===== config.mk =====
export PLATFORM = sky130hd
export DESIGN_NAME = vram_console_flat
export DESIGN_NICKNAME = d
export VERILOG_FILES = /design/src/rtl/vram_console_if.sv /design/src/rtl/vram_console.sv /design/src/flat_wrapper.sv
export SDC_FILE = /design/constraint.sdc
export NUM_CORES = 1
export LEC_CHECK = 0
export CORE_MARGIN = 5
export CORE_UTILIZATION = 55
export CTS_CLUSTER_DIAMETER = 30
export DETAILED_ROUTE_END_ITERATION = 8
export DONT_BUFFER_PORTS = 1
export PLACE_DENSITY = 0.74
export SYNTH_ARGS = -nofsm -noshare
export SYNTH_HDL_FRONTEND = slang
export SYNTH_SLANG_ARGS = --single-unit

===== constraint.sdc =====
create_clock -name clk -period 3.1 [get_ports clk]
set_input_delay 0.31 -clock clk [delete_from_list [all_inputs] [get_ports clk]]
set_output_delay 0.31 -clock clk [all_outputs]
set_load 0.005 [all_outputs]

===== src/rtl/vram_console_if.sv =====
// Byte-stream input and VRAM write-port bundle for vram_console.
interface vram_console_if;
  logic       in_valid;
  logic [7:0] in_data;
  logic       in_ready;
  logic [9:0] v_ada;
  logic       v_cea;
  logic [7:0] v_din;
  logic [5:0] cur_col;
  logic [4:0] cur_row;

  modport master (
    output in_valid, in_data,
    input  in_ready, v_ada, v_cea, v_din, cur_col, cur_row
  );

  modport slave (
    input  in_valid, in_data,
    output in_ready, v_ada, v_cea, v_din, cur_col, cur_row
  );
endinterface


===== src/rtl/vram_console.sv =====
// Character-stream terminal engine: decodes a byte stream into VRAM writes
// with cursor tracking, line wrap, per-row clear and full-screen clear.
module vram_console #(
  parameter int         COLS  = 60,
  parameter int         ROWS  = 17,
  parameter logic [7:0] BLANK = 8'h20
) (
  input logic           clk,
  input logic           rst,
  vram_console_if.slave bus
);

  localparam int unsigned CELLS = COLS * ROWS;
  localparam logic [9:0]  COLS_A = 10'(COLS);

  typedef enum logic [1:0] {INIT_CLR, IDLE, CLR_ROW, CLR_ALL} state_t;

  state_t     r_state, nxt_state;
  logic [5:0] r_col, nxt_col;
  logic [4:0] r_row, nxt_row;
  logic [9:0] r_base, nxt_base;
  logic [9:0] r_clr_addr, nxt_clr_addr;
  logic [5:0] r_clr_cnt, nxt_clr_cnt;
  logic       r_ready, nxt_ready;
  logic       r_cea, nxt_cea;
  logic [9:0] r_ada, nxt_ada;
  logic [7:0] r_din, nxt_din;

  logic       w_accept;
  logic       w_last_row;
  logic [9:0] w_adv_base;
  logic [4:0] w_adv_row;
  logic [9:0] w_cell;

  assign w_accept   = bus.in_valid && r_ready;
  assign w_last_row = (r_row == 5'(ROWS - 1));
  assign w_adv_base = w_last_row ? '0 : r_base + COLS_A;
  assign w_adv_row  = w_last_row ? '0 : r_row + 1'b1;
  assign w_cell     = r_base + 10'(r_col);

  always_comb begin
    nxt_state    = r_state;
    nxt_col      = r_col;
    nxt_row      = r_row;
    nxt_base     = r_base;
    nxt_clr_addr = r_clr_addr;
    nxt_clr_cnt  = r_clr_cnt;
    nxt_ready    = 1'b0;
    nxt_cea      = 1'b0;
    nxt_ada      = r_ada;
    nxt_din      = r_din;
    case (r_state)
      INIT_CLR, CLR_ALL: begin
        nxt_cea = 1'b1;
        nxt_ada = r_clr_addr;
        nxt_din = BLANK;
        if (r_clr_addr == 10'(CELLS - 1)) nxt_state = IDLE;
        else nxt_clr_addr = r_clr_addr + 1'b1;
      end
      CLR_ROW: begin
        nxt_cea = 1'b1;
        nxt_ada = r_clr_addr;
        nxt_din = BLANK;
        if (r_clr_cnt == 6'(COLS - 1)) begin
          nxt_state = IDLE;
        end else begin
          nxt_clr_addr = r_clr_addr + 1'b1;
          nxt_clr_cnt  = r_clr_cnt + 1'b1;
        end
      end
      IDLE: begin
        // Ready drops for one extra cycle after any clear because it is only
        // raised from a cycle that was already IDLE.
        nxt_ready = 1'b1;
        if (w_accept) begin
          case (bus.in_data)
            8'h0D: nxt_col = '0;
            8'h0A: begin
              nxt_col      = '0;
              nxt_row      = w_adv_row;
              nxt_base     = w_adv_base;
              nxt_cea      = 1'b1;
              nxt_ada      = w_adv_base;
              nxt_din      = BLANK;
              nxt_clr_addr = w_adv_base + 1'b1;
              nxt_clr_cnt  = 6'd1;
              nxt_state    = CLR_ROW;
              nxt_ready    = 1'b0;
            end
            8'h08: begin
              if (r_col != '0) begin
                nxt_col = r_col - 1'b1;
                nxt_cea = 1'b1;
                nxt_ada = w_cell - 1'b1;
                nxt_din = BLANK;
              end
            end
            8'h0C: begin
              nxt_col      = '0;
              nxt_row      = '0;
              nxt_base     = '0;
              nxt_cea      = 1'b1;
              nxt_ada      = '0;
              nxt_din      = BLANK;
              nxt_clr_addr = 10'd1;
              nxt_state    = CLR_ALL;
              nxt_ready    = 1'b0;
            end
            default: begin
              nxt_cea = 1'b1;
              nxt_ada = w_cell;
              nxt_din = bus.in_data;
              if (r_col == 6'(COLS - 1)) begin
                nxt_col      = '0;
                nxt_row      = w_adv_row;
                nxt_base     = w_adv_base;
                nxt_clr_addr = w_adv_base;
                nxt_clr_cnt  = '0;
                nxt_state    = CLR_ROW;
                nxt_ready    = 1'b0;
              end else begin
                nxt_col = r_col + 1'b1;
              end
            end
          endcase
        end
      end
      default: nxt_state = INIT_CLR;
    endcase
  end

  always_ff @(posedge clk) begin
    if (rst) begin
      r_state    <= INIT_CLR;
      r_col      <= '0;
      r_row      <= '0;
      r_base     <= '0;
      r_clr_addr <= '0;
      r_clr_cnt  <= '0;
      r_ready    <= 1'b0;
      r_cea      <= 1'b0;
      r_ada      <= '0;
      r_din      <= '0;
    end else begin
      r_state    <= nxt_state;
      r_col      <= nxt_col;
      r_row      <= nxt_row;
      r_base     <= nxt_base;
      r_clr_addr <= nxt_clr_addr;
      r_clr_cnt  <= nxt_clr_cnt;
      r_ready    <= nxt_ready;
      r_cea      <= nxt_cea;
      r_ada      <= nxt_ada;
      r_din      <= nxt_din;
    end
  end

  assign bus.in_ready = r_ready;
  assign bus.v_cea    = r_cea;
  assign bus.v_ada    = r_ada;
  assign bus.v_din    = r_din;
  assign bus.cur_col  = r_col;
  assign bus.cur_row  = r_row;

endmodule


===== src/flat_wrapper.sv =====
// flat-port wrapper written by rule: the top's interface ports become plain ports
module vram_console_flat 
#(
  parameter int         COLS  = 60,
  parameter int         ROWS  = 17,
  parameter logic [7:0] BLANK = 8'h20
)
  (clk, rst, bus_in_valid, bus_in_data, bus_in_ready, bus_v_ada, bus_v_cea, bus_v_din, bus_cur_col, bus_cur_row);
  vram_console_if bus_i ();
  input logic clk;
  input logic rst;
  input wire logic [$bits(bus_i.in_valid)-1:0] bus_in_valid;
  input wire logic [$bits(bus_i.in_data)-1:0] bus_in_data;
  output wire logic [$bits(bus_i.in_ready)-1:0] bus_in_ready;
  output wire logic [$bits(bus_i.v_ada)-1:0] bus_v_ada;
  output wire logic [$bits(bus_i.v_cea)-1:0] bus_v_cea;
  output wire logic [$bits(bus_i.v_din)-1:0] bus_v_din;
  output wire logic [$bits(bus_i.cur_col)-1:0] bus_cur_col;
  output wire logic [$bits(bus_i.cur_row)-1:0] bus_cur_row;
  assign bus_i.in_valid = bus_in_valid;
  assign bus_i.in_data = bus_in_data;
  assign bus_in_ready = bus_i.in_ready;
  assign bus_v_ada = bus_i.v_ada;
  assign bus_v_cea = bus_i.v_cea;
  assign bus_v_din = bus_i.v_din;
  assign bus_cur_col = bus_i.cur_col;
  assign bus_cur_row = bus_i.cur_row;
  vram_console #(.COLS(COLS), .ROWS(ROWS), .BLANK(BLANK)) u_core (.clk(clk), .rst(rst), .bus(bus_i));
endmodule

After elaboration in Yosys (flattened, before gate mapping)
Cells that the tools add are included.

word-level totals
  register bits = 59
  word-level logic and storage cells = 102

operators by class
  add/subtract/negate cells = 9
  equal/unequal tests = 23
  muxes and demuxes = 40
  bitwise gates (word level) = 2
  reduce and logical (&&, ||, !) cells = 18

operators with widths
  operator                                                              number
  10-bit case mux with 3 select lines                                   3
  10-bit two-way mux                                                    7
  10-bit case mux with 4 select lines                                   1
  6-bit case mux with 2 select lines                                    3
  8-bit by 4-bit == test with 1-bit output, second input constant       4
  6-bit two-way mux                                                     5
  8-bit case mux with 3 select lines                                    1
  10-bit by 1-bit adder with 10-bit output, second input constant       2
  10-bit case mux with 2 select lines                                   1
  8-bit two-way mux                                                     2
  8-bit case mux with 2 select lines                                    1
  5-bit case mux with 3 select lines                                    1
  5-bit AND reduction                                                   3
  6-bit by 1-bit adder with 6-bit output, second input constant         2
  6-bit == test, second input constant                                  2
  2-bit case mux with 3 select lines                                    2
  10-bit by 6-bit adder with 10-bit output                              1
  10-bit by 6-bit adder with 10-bit output, second input constant       1
  10-bit == test, second input constant                                 1
  5-bit two-way mux                                                     2
  2-bit != test, second input constant                                  5
  10-bit by 1-bit subtractor with 10-bit output, second input constant  1
  3-bit OR reduction                                                    3
  2-bit two-way mux                                                     4
  other kinds (20)                                                      34

Depth between registers and ports, before layout
Gate-level depths: netlist of the first run.

  depth in word-level cells = 6
  mapped depth = 15
  mapped depth without buffers = 14

Least setup slack after synthesis of the first run
Ideal clock, no wire load.

  kind = register to register
  start point = register u_core.r_col[0] (netlist: u_core.bus.cur_col[0])
  end point = register u_core.r_ada[7] (netlist: u_core.bus.v_ada[7])
  data arrival time = 2730 ps
  setup slack = 236 ps
  stages on the path, launching flop included = 10
  buffers on the path = 0
  cell sequence = dfxtp_1 > ha_1 > fa_1 > a211oi_1 > nor2_1 > o311ai_0 > nor3_1 > xor2_1 > a222oi_1 > o22ai_1

on the way
  longest elaborated chain between the ends = 6

RTL lines
  item                                           line                 text
  start: declaration                             vram_console.sv:19   logic [5:0] r_col, nxt_col;
  start signal: assignment                       vram_console.sv:146  r_col <= nxt_col;
  10-bit by 6-bit adder with 10-bit output       vram_console.sv:39   assign w_cell = r_base + 10'(r_col);
  10-bit by 1-bit subtractor with 10-bit output  vram_console.sv:94   nxt_ada = w_cell - 1'b1;
  10-bit two-way mux                             vram_console.sv:91   if (r_col != '0) begin
  10-bit case mux with 4 select lines            vram_console.sv:76   case (bus.in_data)
  10-bit two-way mux                             vram_console.sv:75   if (w_accept) begin
  10-bit case mux with 2 select lines            vram_console.sv:52   case (r_state)
  end signal: assignment                         vram_console.sv:153  r_ada <= nxt_ada;
  end: declaration                               vram_console.sv:26   logic [9:0] r_ada, nxt_ada;

Parallel ways exist; a longest one is shown, timed or not. The select of a mux whose other input is x is not followed.
A chain may end at the register's enable or synchronous reset.

Worst setup path after layout of the first run
  start point = register u_core.r_col[1] (netlist: u_core.bus.cur_col[1])
  end point = register u_core.r_ada[8] (netlist: u_core.bus.v_ada[8])

Same word-level chain as after synthesis.

==> flow_metrics.py, run 1 <==
metrics = {
    "yosys": {
        "async_flop_share_pct": 0,
        "syn_nets": 634,
        "synthTopCellsByArea": "dfxtp_1 (26%), a21oi_1 (6.2%), nand2_1 (5.1%), ha_1 (5.0%), nor2_1 (4.9%)",
        "avgSynthCellArea_sq_um": 7.410,
        "ys_types": 72,
        "synth-edff-count": 0,
        "syn_area_sq_um": 4476,
        "synth_cells": 604,
        "ys.flop_type": "dfxtp_1",
        "synth_warnings": 0,
        "synth_top_cell_by_area": "dfxtp_1",
        "yosysSeqAreaShare_pct": 26.39,
        "netlist.area_leader.share_pct": 26.39,
        "ys_ff_latch": 59,
    },
    "critical_path": {
        "cp-start-kind": "flip-flop",
        "reg2reg_slack_ns": 0.25,
        "crit_chain": "ha_1, a211oi_1, nor3_1, o211a_1, nor4_2, nor4b_1, nor4_1, a211o_1",
        "crit_path_end": "u_core.bus.v_ada[8]",
        "rr_worst_depth": 8,
        "cp.required_ns": 3.35,
        "slowest_delay_ns": 0.52,
        "endpoint_kind": "flip-flop",
        "cp_max_fo": 7,
        "regToRegEndpoint": "u_core.bus.v_ada[8]",
        "arrival_ns": 3.10,
        "regToRegStartpoint": "u_core.bus.cur_col[1]",
        "crit_start": "u_core.bus.cur_col[1]",
        "criticalPathCategory": "flip-flop to flip-flop",
        "cp_slowest_cell": "dfxtp_1",
    },
    "cells_and_area": {
        "area_growth_pct": 8.107,
        "fillers": 732,
        "layout.nets": 628,
        "antenna_cells": 0,
        "final_cell_mix": "nand2_1 (61), dfxtp_1 (59), nor2_1 (58)",
        "drive_gt1_share_pct": 9.619,
        "final_common_cell": "nand2_1",
    },
    "min_path": {
        "hold_path.class": "input port to flip-flop",
    },
    "detailed_routing": {
        "via_per_inst": 6.838,
        "first_pass_iters": 5,
        "antenna_left": 0,
        "dr_total_vias": 4841,
        "drt_iter0_drc": 639,
        "avgRoutedWirePerCell_um": 18.97,
        "drc": 0,
        "drt_wl_total_um": 13430,
    },
    "sta": {
        "timing.final.ws_setup_ns": 0.2513,
        "slew_headroom_pct": 48.10,
        "finalMaxSlewViolations": 0,
        "rsz0062_at_grt": "false",
        "final-setup-viol-count": 0,
        "layout_min_cycle_time_ns": 2.849,
        "post-route-period-util_pct": 91.89,
        "max_freq_mhz": 351.0,
        "worst_clock_skew_ns": 0.008005,
        "hold_viol_final": 0,
        "fin_setup_tns_ns": 0,
        "tightest_slew_ns": 0.7726,
    },
    "global_routing": {
        "track_usage_pct": 26.75,
        "grt_pass1_vias": 4461,
        "grt_max_degree": 47,
        "gr-usage-met3_pct": 6.254,
        "overflow": 0,
        "grt_pass1_wl_um": 21650,
        "antenna_found_initial": 0,
        "gr-usage-met2_pct": 42.46,
        "gr-max-usage-layer": "met2",
        "use_met1_pct": 33.86,
    },
    "floorplan": {
        "rows": 33,
        "die-area_sq_um": 10040,
        "coreArea_sq_um": 8051,
        "die_h_um": 100.2,
        "start_util_pct": 55.59,
        "dieWidth_um": 100.2,
        "boundaryPins": 42,
    },
    "clocking": {
        "cts-root-buf": "clkbuf_8",
        "clockBufferDepth": 2,
        "post_cts_buffers": 0,
        "numCtsBuffers": 9,
        "cts_sinks": 59,
        "clk_latency_ns": 0.36,
        "cts_tree": "done",
        "hold_buffers": 0,
        "clk_pin_slew_worst_paths_ns": 0.08,
        "htreeDepth": 3,
        "cts_resized": 0,
    },
    "pwr": {
        "p_per_area_nw_per_um2": 387.8,
        "power_leakage_nw": 1.819,
        "p_seq_share_pct": 43.8,
        "switchingPower_mw": 0.4841,
        "p_int_mw": 1.392,
        "p_sw_share_pct": 25.80,
        "combPwrFrac_pct": 8.4,
        "p_clk_share_pct": 47.8,
        "ir_drop_mv": 0.3168,
    },
    "placement": {
        "dp_hpwl_um": 9729,
        "gp_congestion": 0.9598,
        "io_buffers": 0,
        "dp_slack_ns": 0.03676,
    },
    "outcome": {
        "status": "finished clean",
    },
    "job": {
        "maxCapViolations": 0,
    },
}
[registers in the layout, indices dropped and copies added (netlist names)]
| name | flops |
|---|---|
| u_core.bus.v_ada | 10 |
| u_core.r_base | 10 |
| u_core.r_clr_addr | 10 |
| u_core.bus.v_din | 8 |
| u_core.bus.cur_col | 6 |
| u_core.r_clr_cnt | 6 |
| u_core.bus.cur_row | 5 |
| u_core.r_state | 2 |
| u_core.bus.in_ready | 1 |
| u_core.bus.v_cea | 1 |
[worst min path at each step]
stage                        start                     to  slack [ns]  cells after the start
floorplan           bus_in_data[4]    u_core.bus.v_din[4]        0.45                      2
global placement               rst  u_core.bus.cur_row[4]        0.38                      1
detailed placement             rst  u_core.bus.cur_row[4]        0.39                      1
CTS                            rst  u_core.bus.cur_row[4]       0.007                      1
global route                   rst  u_core.bus.cur_row[4]        0.01                      1
finish                         rst  u_core.bus.cur_row[4]        0.01                      1
[synth_stat cells (5+ instances only)]
| master | n |
|---|---|
| a221oi_1 | 6 |
| nor3_1 | 23 |
| xor2_1 | 5 |
| and2_1 | 8 |
| clkbuf_1 | 23 |
| dfxtp_1 | 59 |
| nand2_1 | 61 |
| nand4_1 | 8 |
| o22ai_1 | 11 |
| buf_4 | 5 |
| inv_1 | 17 |
| or2_2 | 6 |
| a22o_1 | 7 |
| nor2b_1 | 7 |
| o211ai_1 | 6 |
| and3_1 | 14 |
| nand3_1 | 31 |
| nor2_1 | 58 |
| or3_1 | 10 |
| a21oi_1 | 55 |
| xnor2_1 | 11 |
| a311oi_1 | 6 |
| o21ai_0 | 31 |
| nand2b_1 | 9 |
| a31oi_1 | 8 |
| a211oi_1 | 10 |
| ha_1 | 18 |
[power by group through the flow]
| stage | Clock [mW] | Combinational, mW | Sequential [mW] |
|---|---|---|---|
| finish | 0.896 | 0.158 | 0.821 |
| global route | 0.932 | 0.178 | 0.826 |
| CTS | 0.901 | 0.156 | 0.821 |
| detailed placement | 0 | 0.155 | 0.838 |
| global placement | 0 | 0.151 | 0.837 |
| floorplan | 0 | 0.149 | 0.825 |
[metal layers]
| metal | routed length [um] | up-vias | part of all wire, % |
|---|---|---|---|
| li1 | - | 2255 | - |
| met1 | 5583 | 2285 | 42 |
| met2 | 6134 | 264 | 46 |
| met3 | 1256 | 37 | 9.4 |
| met4 | 456 | 0 | 3.4 |
| met5 | 0 | - | 0 |
[cell type report]
class	instances	area, sq um	area share [%]
Timing Repair Buffer	17	127.6	2.638
Inverter	17	63.81	1.319
Tap cell	105	131.4	2.715
Clock buffer	9	123.9	2.560
Sequential cell	59	1181	24.41
Multi-Input combinational cell	494	3087	63.80
Clock inverter	7	123.9	2.560
[worst max-delay path, delay by kind of cell, from the launching register on]
family / cells / cell delay (ns)
adders and majority gates: 1 / 0.31
DFF: 1 / 0.52
and+or+nand+nor: 4 / 0.94
AOI/OAI and AO/OA: 3 / 0.96
[metrics by stage]
| step | hold WS, ns | utilization [%] | cells | power [mW] | area [sq um] |
|---|---|---|---|---|---|
| finish | 0.01106 | 60.09 | 708 | 1.876 | 4838 |
| global route | 0.01248 | 60.09 | 708 | 1.937 | 4838 |
| CTS | 0.006982 | 59.95 | 708 | 1.877 | 4827 |
| detailed placement | 0.3857 | 56.88 | 692 | 0.9927 | 4579 |
| global placement | 0.3838 | 56.88 | 692 | 0.9879 | 4579 |
| floorplan | 0.4460 | - | 604 | 0.9742 | 4476 |
[cell families (layout without fill, tap and decap cells)]
family,Yosys count,after routing,share of synthesized area (%)
AND/OR/NAND/NOR,266,266,31.20
adder cells (fa/ha/maj),19,19,5.480
XOR/XNOR,16,16,3.131
multiplexers,2,2,0.4473
buffers and inverters,51,50,5.004
flip-flops,59,59,26.39
AO/OA/AOI/OAI,191,191,28.35
Note: power is estimated with default switching activity, not from simulation.
==> run 2: changes to the inputs <==
--- a/config.mk
+++ b/config.mk
@@ -10,6 +10,7 @@
 export CTS_CLUSTER_DIAMETER = 30
 export DETAILED_ROUTE_END_ITERATION = 8
 export DONT_BUFFER_PORTS = 1
+export HOLD_SLACK_MARGIN = 0.12
 export PLACE_DENSITY = 0.74
 export SYNTH_ARGS = -nofsm -noshare
 export SYNTH_HDL_FRONTEND = slang
==> run 2 against run 1 <==
Critical path depth increased by 1; sequential power hardly changed; register-to-register slack about the same; fmax is 0.34% higher; cell area up 2.1%; highest routed layer unchanged.
==> flow_metrics.py, run 2 (synthesis results as in run 1) <==
metrics = {
    "outcome": {
        "status": "finished clean",
    },
    "clocking": {
        "post_cts_buffers": 0,
        "numCtsBuffers": 9,
        "clk_pin_slew_worst_paths_ns": 0.08,
        "clockBufferDepth": 2,
        "cts_sinks": 59,
        "clk_latency_ns": 0.36,
        "cts-root-buf": "clkbuf_8",
        "htreeDepth": 3,
        "cts_tree": "done",
    },
    "min_path": {
        "hold_path.class": "input port to flip-flop",
    },
    "sta": {
        "layout_min_cycle_time_ns": 2.839,
        "hold_ws_ns": 0.1255,
        "worst_clock_skew_ns": 0.008606,
        "max_freq_mhz": 352.2,
        "rsz0062_at_grt": "false",
        "final-setup-viol-count": 0,
        "slew_headroom_pct": 48.68,
        "finalMaxSlewViolations": 0,
        "tightest_slew_ns": 0.7640,
        "hold_viol_final": 0,
        "post-route-period-util_pct": 91.58,
        "fin_setup_tns_ns": 0,
    },
    "cells_and_area": {
        "final_common_cell": "nand2_1",
        "utilization_pct": 61.34,
        "finalInstanceArea_sq_um": 4938,
        "stdcell_count": 717,
        "area_growth_pct": 10.34,
        "final_cell_mix": "nand2_1 (61), dfxtp_1 (59), nor2_1 (58)",
        "layout.nets": 637,
        "antenna_cells": 0,
        "drive_gt1_share_pct": 9.641,
    },
    "floorplan": {
        "coreArea_sq_um": 8051,
        "die_h_um": 100.2,
        "boundaryPins": 42,
        "dieWidth_um": 100.2,
        "rows": 33,
        "start_util_pct": 55.59,
        "die-area_sq_um": 10040,
    },
    "critical_path": {
        "crit_chain": "ha_1, fa_1, a211oi_2, or4b_2, o311ai_1, nor4_2, nor4b_1, nor4_1, a211o_1",
        "endpoint_kind": "flip-flop",
        "cp_max_fo": 5,
        "crit_buf_inv": 0,
        "arrival_ns": 3.09,
        "slowest_delay_ns": 0.48,
        "criticalPathCategory": "flip-flop to flip-flop",
        "cp.required_ns": 3.35,
        "cp_slowest_cell": "fa_1",
        "crit_family": "simple AND/OR/NAND/NOR gates",
        "cp-start-kind": "flip-flop",
    },
    "detailed_routing": {
        "via_per_inst": 6.901,
        "avgRoutedWirePerCell_um": 19.19,
        "dr_total_vias": 4948,
        "antenna_left": 0,
        "drt_iter0_drc": 598,
        "first_pass_iters": 6,
        "drc": 0,
        "drt_wl_total_um": 13760,
    },
    "global_routing": {
        "grt_pass1_vias": 4543,
        "grt_pass1_wl_um": 22100,
        "grt_max_degree": 39,
        "overflow": 0,
        "antenna_found_initial": 0,
        "track_usage_pct": 27.59,
    },
    "pwr": {
        "ir_drop_mv": 0.3171,
        "power_leakage_nw": 1.862,
        "p_per_area_nw_per_um2": 384.3,
    },
    "placement": {
        "place_area_sq_um": 4579,
        "io_buffers": 0,
        "dp_hpwl_um": 9729,
        "gp_congestion": 0.9598,
        "dpl.cell_count": 692,
    },
    "job": {
        "maxCapViolations": 0,
    },
}
-- run 2: power breakdown --
group / switching, mW / internal [mW]
registers: 0.0350 / 0.787
logic: 0.103 / 0.0758
clock network: 0.358 / 0.539
-- run 2: path summary, 6_finish.rpt --
| kind | start | cells after the start | to | slack (ns) |
|---|---|---|---|---|
| min | rst | 3 | u_core.bus.v_ada[9] | 0.13 |
| max reg2reg | u_core.r_base[0] | 9 | u_core.bus.v_ada[8] | 0.26 |
| max | u_core.r_base[0] | 9 | u_core.bus.v_ada[8] | 0.26 |
| min reg2reg | u_core.bus.v_din[3] | 2 | u_core.bus.v_din[3] | 0.48 |
-- run 2: worst reg2reg max path, cell delays in order, from the launching register on --
cell,delay [ns]
dfxtp_1,0.34
ha_1,0.23
fa_1,0.48
a211oi_2,0.29
or4b_2,0.18
o311ai_1,0.18
nor4_2,0.38
nor4b_1,0.32
nor4_1,0.08
a211o_1,0.26
-- run 2: per-stage QoR --
stage | power [mW] | worst slack [ns]
CTS | 1.898 | 0.01583
detailed placement | 0.9927 | 0.03676
global route | 1.961 | 0.1049
global placement | 0.9879 | 0.2067
floorplan | 0.9742 | 0.2362
finish | 1.898 | 0.2609
-- run 2: cell type report --
type	count	area [sq um]
timing repair buffer	26	227.7
tap	105	131.4
multi-input combinational	494	3087
clock inverter	7	123.9
clock buffer	9	123.9
sequential	59	1181
fill	709	3113
inverter	17	63.81
-- run 2: layer usage --
metal  GRT usage, %  vias up  wire [um]
met5              0        -          0
met4          15.65        0        618
met3          6.949       53       1446
met2          43.48      300       6180
met1          34.20     2327       5512
li1               -     2268          -
-- run 2: repair_timing --
action,CTS,global route
endpoints found under the hold margin,45,0
resized for setup,0,3
hold buffers,9,0
endpoints found under the setup margin,0,3
==> run 3: changes to the inputs <==
==> constraint.sdc (replaced) <==
create_clock -name clk -period 3.1 [get_ports clk]
set_input_delay 0.31 -clock clk [delete_from_list [all_inputs] [get_ports clk]]
set_output_delay 0.31 -clock clk [all_outputs]
set_load 0.01 [all_outputs]
==> run 3 against run 2 <==
Critical path type unchanged; non-clock buffer count down 1; clock skew up 0.00055 ns; die area unchanged; combinational power fell by 2%; clock power shrank 21%.
==> flow_metrics.py, run 3 (synthesis results as in run 1) <==
metrics = {
    "outcome": {
        "status": "finished clean",
    },
    "cells_and_area": {
        "fillers": 721,
        "drive_gt1_share_pct": 9.672,
        "final_cell_mix": "nand2_1 (61), dfxtp_1 (59), nor2_1 (58)",
        "multi_input_area_sq_um": 3089,
        "final_common_cell": "nand2_1",
        "seq_area_sq_um": 1181,
        "layout.nets": 636,
        "area_growth_pct": 8.862,
        "finalInstanceArea_sq_um": 4872,
        "antenna_cells": 0,
    },
    "critical_path": {
        "crit_buf_inv": 0,
        "rr_worst_depth": 9,
        "cp.required_ns": 3.34,
        "criticalPathCategory": "flip-flop to flip-flop",
        "regToRegStartpoint": "u_core.r_base[0]",
        "arrival_ns": 3.13,
        "crit_chain": "ha_1, fa_1, a211oi_1, or4b_2, o311ai_2, nor4_2, nor4b_1, nor4_1, a211o_1",
        "reg2reg_slack_ns": 0.21,
        "regToRegEndpoint": "u_core.bus.v_ada[8]",
        "cp-start-kind": "flip-flop",
        "cp_slowest_cell": "fa_1",
        "endpoint_kind": "flip-flop",
        "slowest_delay_ns": 0.46,
        "cp_max_fo": 5,
        "crit_family": "simple AND/OR/NAND/NOR gates",
    },
    "detailed_routing": {
        "drt_iter0_drc": 452,
        "first_pass_iters": 9,
        "drt_wl_total_um": 13300,
        "met1Wirelength_um": 5591,
        "drc": 0,
        "avgRoutedWirePerCell_um": 18.60,
        "dr.max_layer_used": "met4",
        "via_per_inst": 6.724,
        "wl_met3_um": 1392,
        "met2WireLength_um": 5986,
        "antenna_left": 0,
        "dr_total_vias": 4808,
    },
    "global_routing": {
        "grt_pass1_wl_um": 21040,
        "grt_pass1_vias": 4223,
        "track_usage_pct": 26.24,
        "antenna_found_initial": 0,
        "overflow": 0,
        "grt_max_degree": 39,
    },
    "floorplan": {
        "start_util_pct": 55.59,
        "boundaryPins": 42,
        "die_h_um": 100.2,
        "coreArea_sq_um": 8051,
        "rows": 33,
        "dieWidth_um": 100.2,
        "die-area_sq_um": 10040,
    },
    "clocking": {
        "clk_pin_slew_worst_paths_ns": 0.08,
        "numCtsBuffers": 9,
        "cts-root-buf": "clkbuf_8",
        "clockBufferDepth": 2,
        "cts_sinks": 59,
        "htreeDepth": 3,
        "cts_tree": "done",
        "clk_latency_ns": 0.35,
    },
    "sta": {
        "tightest_slew_ns": 0.8064,
        "slew_headroom_pct": 45.83,
        "rsz0062_at_grt": "false",
        "hold_viol_final": 0,
        "final-setup-viol-count": 0,
        "layout_min_cycle_time_ns": 2.891,
        "fin_setup_tns_ns": 0,
        "finalMaxSlewViolations": 0,
        "max_freq_mhz": 346.0,
        "post-route-period-util_pct": 93.24,
        "worst_clock_skew_ns": 0.009159,
    },
    "min_path": {
        "hold_path.class": "input port to flip-flop",
        "hold-path-cell-count": 2,
        "holdCritStartpoint": "bus_in_data[2]",
        "whs_endpoint": "u_core.bus.v_din[2]",
    },
    "pwr": {
        "p_per_area_nw_per_um2": 351.9,
        "power_leakage_nw": 1.845,
        "ir_drop_mv": 0.2691,
    },
    "placement": {
        "io_buffers": 0,
        "place_area_sq_um": 4587,
        "gp_congestion": 0.9617,
        "dp_hpwl_um": 9578,
    },
    "job": {
        "maxCapViolations": 0,
    },
}
## run 3: cell types whose count changed in the layout (fill, tap and decap cells not counted), sizes merged
cell / change
buf: +1
inv: -1
clkinv: +2
dlygate4sd3: -2
bufinv: -2
clkinvlp: -1
clkbuf: +1
## run 3: worst max-delay path by stage
stage | from | end | slack, ns | depth (start not counted)
2_1_floorplan | u_core.bus.cur_col[0] | u_core.bus.v_ada[7] | 0.21 | 9
3_3_place_gp | u_core.r_base[0] | u_core.bus.v_ada[9] | 0.19 | 9
3_5_place_dp | u_core.r_base[0] | u_core.bus.v_ada[8] | 0.05 | 9
4_1_cts | u_core.r_base[0] | u_core.bus.v_ada[8] | 0.05 | 9
5_1_grt | u_core.r_base[0] | u_core.bus.v_ada[6] | 0.06 | 9
6_report | u_core.r_base[0] | u_core.bus.v_ada[8] | 0.21 | 9
## run 3: cell type report
cell class	count	share of cell area, %
multi-input cells	494	63.41
flip-flops and latches	59	24.24
repair buffers	25	4.417
clock buffers	10	2.825
well taps	105	2.696
inverters	17	1.310
clock inverters	5	1.104
## run 3: what timing repair did
| item | CTS | global route |
|---|---|---|
| endpoints found under the hold margin | 44 | 0 |
| hold buffers | 7 | 0 |
| gates resized for setup | 0 | 3 |
| endpoints found under the setup margin | 0 | 4 |
| buffers inserted | 0 | 0 |
## run 3: per-stage QoR
| step | setup slack (ns) | util (%) | instances | hold WS [ns] | total power, mW |
|---|---|---|---|---|---|
| 2_1_floorplan | 0.2094 | - | 604 | 0.4460 | 0.9782 |
| 3_3_place_gp | 0.1935 | 56.97 | 693 | 0.3833 | 0.9916 |
| 3_5_place_dp | 0.04877 | 56.97 | 693 | 0.3871 | 0.9969 |
| 4_1_cts | 0.04922 | 60.34 | 715 | 0.1208 | 1.719 |
| 5_1_grt | 0.06110 | 60.51 | 715 | 0.1300 | 1.778 |
| 6_report | 0.2095 | 60.51 | 715 | 0.1227 | 1.715 |
## run 3: per-layer routing
metal / global-route usage [%] / vias to the layer above
met2: 42.25 / 270
met4: 9.223 / 0
li1: - / 2263
met3: 7.505 / 35
met5: 0 / -
met1: 33.53 / 2240
## run 3: where the power goes
| group | leakage (nW) | internal (mW) | switching (mW) |
|---|---|---|---|
| clock | 0.102 | 0.386 | 0.327 |
| sequential | 0.478 | 0.787 | 0.0394 |
| combinational | 1.27 | 0.0741 | 0.101 |
